**src/rtl/mips_commit_tracer.sv**
```systemverilog
// ============================================================================
//  Module      : mips_commit_tracer
//  Description : Retirement-trace FIFO for the single-cycle MIPS core.
//                Captures register writes and stores with PC and sequence
//                number; drained first-word-fall-through over valid/ready.
//  Revision    : 1.0  initial release
// ============================================================================
`default_nettype none

module mips_commit_tracer #(
  parameter int DEPTH = 16,
  parameter int AW    = $clog2(DEPTH)
) (
  input  logic          Globalclk,
  input  logic          Globalreset,
  input  logic [31:0]   PCout,
  input  logic          RegWrite,
  input  logic [4:0]    WriteReg,
  input  logic [31:0]   WriteDatato_Reg,
  input  logic          MemWrite,
  input  logic [31:0]   aluout,
  input  logic [31:0]   ReadData2,
  input  logic          capture_en,
  output logic          trace_valid,
  input  logic          trace_ready,
  output logic          trace_kind,
  output logic [31:0]   trace_pc,
  output logic [31:0]   trace_addr,
  output logic [31:0]   trace_data,
  output logic [15:0]   trace_seq,
  output logic [AW:0]   count,
  output logic [15:0]   dropped
);

  // Entry layout: {kind, seq[15:0], pc[31:0], addr[31:0], data[31:0]}
  localparam int          c_EW   = 113;
  localparam logic [AW:0] c_FULL = (AW+1)'(DEPTH);

  logic [c_EW-1:0] mem_q [DEPTH];
  logic [AW-1:0]   head_q, head_d;
  logic [AW-1:0]   tail_q, tail_d;
  logic [AW:0]     count_q, count_d;
  logic [15:0]     seq_q, seq_d;
  logic [15:0]     dropped_q, dropped_d;

  logic            w_reg_ev;
  logic            w_ev;
  logic            w_pop;
  logic            w_push;
  logic [c_EW-1:0] w_entry;
  logic [c_EW-1:0] w_head;

  // Event qualification, entry formation and next-state for pointers/counters.
  // A register write to $0 is not an event; when both enables are high the
  // register write wins and the store is silently ignored.
  always_comb begin
    w_reg_ev  = RegWrite & (WriteReg != 5'd0);
    w_ev      = capture_en & (w_reg_ev | MemWrite);
    w_pop     = (count_q != '0) & trace_ready;
    w_push    = w_ev & ((count_q != c_FULL) | w_pop);
    w_entry   = w_reg_ev ? {1'b0, seq_q, PCout, {27'b0, WriteReg}, WriteDatato_Reg}
                         : {1'b1, seq_q, PCout, aluout, ReadData2};
    head_d    = w_pop  ? head_q + AW'(1) : head_q;
    tail_d    = w_push ? tail_q + AW'(1) : tail_q;
    seq_d     = w_push ? seq_q + 16'd1   : seq_q;
    count_d   = count_q;
    if (w_push && !w_pop)      count_d = count_q + (AW+1)'(1);
    else if (w_pop && !w_push) count_d = count_q - (AW+1)'(1);
    dropped_d = dropped_q;
    if (w_ev && !w_push && (dropped_q != 16'hFFFF)) dropped_d = dropped_q + 16'd1;
  end

  // Control state register with asynchronous clear.
  always_ff @(posedge Globalclk or posedge Globalreset) begin
    if (Globalreset) begin
      head_q    <= '0;
      tail_q    <= '0;
      count_q   <= '0;
      seq_q     <= '0;
      dropped_q <= '0;
    end else begin
      head_q    <= head_d;
      tail_q    <= tail_d;
      count_q   <= count_d;
      seq_q     <= seq_d;
      dropped_q <= dropped_d;
    end
  end

  // Storage array; contents are don't-care until written, so no reset.
  always_ff @(posedge Globalclk) begin
    if (w_push) mem_q[tail_q] <= w_entry;
  end

  // Head slot presented while non-empty, zeros otherwise. The head slot is
  // never the write target unless it is popped the same edge, so it holds.
  always_comb begin
    w_head      = (count_q != '0) ? mem_q[head_q] : '0;
    trace_valid = (count_q != '0);
    trace_kind  = w_head[112];
    trace_seq   = w_head[111:96];
    trace_pc    = w_head[95:64];
    trace_addr  = w_head[63:32];
    trace_data  = w_head[31:0];
    count       = count_q;
    dropped     = dropped_q;
  end

endmodule

`default_nettype wire
```
**config.mk**
```make
export PLATFORM = sky130hd
export DESIGN_NAME = mips_commit_tracer
export DESIGN_NICKNAME = d
export VERILOG_FILES = /design/src/rtl/mips_commit_tracer.sv
export SDC_FILE = /design/constraint.sdc
export NUM_CORES = 1
export LEC_CHECK = 0
export ABC_CLOCK_PERIOD_IN_PS = 9400
export BUFFER_PORTS_ARGS = -buffer_cell sky130_fd_sc_hd__clkbuf_2
export CORE_MARGIN = 8
export CORE_UTILIZATION = 40
export CTS_CLUSTER_SIZE = 14
export DETAILED_ROUTE_END_ITERATION = 6
export PLACE_DENSITY = 0.61
export SLEW_MARGIN = 20
export SYNTH_ARGS = -nofsm -noshare
export SYNTH_HDL_FRONTEND = slang
export SYNTH_SLANG_ARGS = --single-unit
```
**constraint.sdc**
```tcl
create_clock -name Globalclk -period 9.4 [get_ports Globalclk]
set_input_delay 1.41 -clock Globalclk [delete_from_list [all_inputs] [get_ports Globalclk]]
set_output_delay 1.41 -clock Globalclk [all_outputs]
set_load 0.05 [all_outputs]
```
==> impl_metrics.yaml <==
floorplanning:
  core_um2: 176000
  floorplan.io_pins: 274
  start_util: 0.403
  die_height_um: 438
  fp.dieArea_um2: 192000
  row_count: 154
  die_width_um: 438
final_layout:
  finalCoreUtilization: 0.462
  layout.nets: 3569
  drive_gt1_frac: 0.306
  final_cell_count_no_fill: 5918
  multiInputGateArea_um2: 15100
  area.sequential_um2: 55400
  syn2layout_area_growth_pct: 14.4
  fill_cells: 14500
timing:
  grt_setup_unrepaired: "false"
  final.setup.tns_ns: 0
  hold_viol_final: 0
  drv_slew: 0
  min_period_ns: 5.57
  period_utilisation_layout: 0.593
  finalClockSkew_ns: 0.0329
  tightestPinTransition_ns: 1.14
  worst_slew_margin_rel: 0.237
  setup_viol: 0
  achievable_clock_frequency_ghz: 0.179
detailed_routing:
  drt_first_pass_iters: 5
  routedWlPerCell_um: 27.1
  route.detailed.drc: 0
  antenna_violating_nets_post_route: 0
  drtIter0Drc: 3042
  routed-via-count: 32300
  detail_route.wirelength_mm: 160
  detail_route.vias_per_cell: 5.45
setup_path:
  worst-endpoint-arrival_ns: 4.16
  timing_worst_setup_path_type: "reg -> out"
  critical_path_required_time_ns: 7.99
  startpoint_type: "register"
  crit_path_end_kind: "output port"
  crit_path_max_fanout: 55
global_routing:
  grt_pass1_vias: 34900
  first_pass_grt_wire_length_mm: 236
  gr-total-overflow: 0
  grt_start_max_net_pins: 136
  globalRouteTotalUtil: 0.165
  grt_antenna_before_repair: 10
synthesis:
  synth.area.top_cells: "edfxtp_1, mux4_2, mux2i_1"
  synth_compound_area_frac: 0.0110
  yosys_most_used_dff: "edfxtp_1"
  ys.warnings.count: 0
  synth_edf_count: 1808
  yosysSeqAreaShare: 0.779
  synth.top_cell.area_share: 0.764
  synth_top_family_by_area: "multiplexers"
  mean_instance_size_in_the_synthesized_netlist_um2: 23.2
  post_syn_instances: 3069
  post-synth-top-count-cell: "edfxtp_1"
  yosys.area_share.xor_xnor: 0.00493
  post_synthesis_instance_area_um2: 71100
  adder_and_majority_cell_fraction_of_the_synthesized_area: 0.00222
  ys_async_sr_fraction: 0.0243
  synth.distinct_cells: 40
  synth.largest_area_cell: "edfxtp_1"
  ffs_latches_synth: 1853
  synth_simple_gate_area_frac: 0.0109
  postSynthNetCount: 3220
  synth.cells.most_frequent: "edfxtp_1, mux4_2, mux2i_1, o22ai_1, buf_2"
  synth.area.mux_share: 0.181
clock_tree:
  max-clock-path-buffers: 3
  post_cts_hold_buffer_count: 0
  cts_resized: 0
  worst_skew_pair.late_latency_ns: 0.82
  cts.sink_count: 1853
  cts_tree: "built"
  post_cts.repair.setup_buffers: 0
  cts.root.buffer_cell: "clkbuf_16"
  clk_transition_reported_paths_ns: 0.06
  cts-htree-levels: 4
  cts_made_buffers: 186
pwr:
  power.sequential.fraction: 0.393
  vdd.ir_drop.worst_mv: 0.349
  netSwitchingFraction: 0.349
  power.static_leakage_nw: 26.5
  power_density_nw_per_um2: 320
  clkPwrFrac: 0.277
  internal_power_mw: 16.9
  power.net_switching_mw: 9.08
  pwr-share-comb: 0.330
hold_path:
  hp-class: "reg -> reg"
place:
  placed_cells: 5568
  hpwlAfterDp_mm: 83.3
  place_congestion: 0.720
  placement.io_buffers: 273
status:
  status: "completed"
job:
  cap_violations: 0
## cells by family (layout without fill, tap and decap cells)
kind of cell,after synthesis,after routing
AO/OA/AOI/OAI,124,124
XOR/XNOR,40,40
adder cells (fa/ha/maj),12,12
buffers and inverters,175,682
flip-flops,1853,1853
multiplexers,714,714
other,0,2
AND/OR/NAND/NOR,151,151
## routing by layer
metal | vias up | global-route usage | part of all wire
met5 | - | 0 | 0
met4 | 0 | 0.0393 | 0.020
met3 | 210 | 0.0289 | 0.050
met2 | 868 | 0.278 | 0.50
met1 | 17400 | 0.226 | 0.43
li1 | 13800 | - | -
## worst max-delay path, cell delays in order, from the launching register on
cell      delay [ns]
dfrtp_1         0.45
nor4_2          0.37
nand2b_1        0.30
nand2b_4        0.51
buf_4           0.86
o22ai_1         0.43
clkbuf_2        0.36
## power by group through the flow
stage / Clock, mW / Sequential (mW) / Combinational [mW]
detailed placement: 0 / 10.4 / 8.82
global placement: 0 / 10.4 / 8.81
finish: 7.21 / 10.2 / 8.60
global route: 7.68 / 10.3 / 9.11
floorplan: 0 / 10.3 / 6.38
CTS: 7.37 / 10.2 / 8.83
## state kept, by name, summed over array words and instances, names as in the netlist
| signal | cells |
|---|---|
| dropped | 16 |
| count | 5 |
| seq_q | 16 |
| head_q | 4 |
| mem_q | 1808 |
| tail_q | 4 |
## per-stage QoR
| step | worst slack (ns) | hold WS, ns | area (um2) | total power [mW] |
|---|---|---|---|---|
| 2_1_floorplan | 1.78 | 0.542 | 71100 | 16.6 |
| 3_3_place_gp | 3.53 | 0.484 | 75400 | 19.2 |
| 3_5_place_dp | 3.37 | 0.491 | 75400 | 19.2 |
| 4_1_cts | 3.57 | 0.503 | 81300 | 26.4 |
| 5_1_grt | 3.60 | 0.522 | 81400 | 27.1 |
| 6_report | 3.83 | 0.503 | 81400 | 26.0 |
## cell type report
cell class,count,share of cell area
clock buffers,249,0.0606
flip-flops and latches,1853,0.681
well taps,2340,0.0360
inverters,9,0.000430
multi-input cells,1041,0.185
repair buffers,327,0.0241
diodes,2,0.0000615
clock inverters,97,0.0125
## cell usage in the layout (no fill, tap or decap), types with 32 or more instances in the layout
master and count:
mux2_2 33, buf_4 39, mux2i_1 228, nand2_1 40
clkbuf_16 188, edfxtp_1 1808, clkbuf_1 61, mux4_2 452
clkbuf_2 273, o22ai_1 113, dfrtp_1 42, clkinv_2 32
## path summary, 6_finish.rpt
path / from / endpoint / slack, ns / cells after the start
setup reg to reg: count[0] / mem_q[6][37] / 5.65 / 8
hold reg to reg: dropped[11] / dropped[11] / 0.50 / 1
setup / recovery: count[0] / trace_addr[0] / 3.83 / 6
hold / removal: dropped[11] / dropped[11] / 0.50 / 1
max in group asynchronous: Globalreset / head_q[3] / 8.11 / 2
min in group asynchronous: Globalreset / dropped[14] / 0.71 / 2
Note: power is estimated with default switching activity, not from simulation.
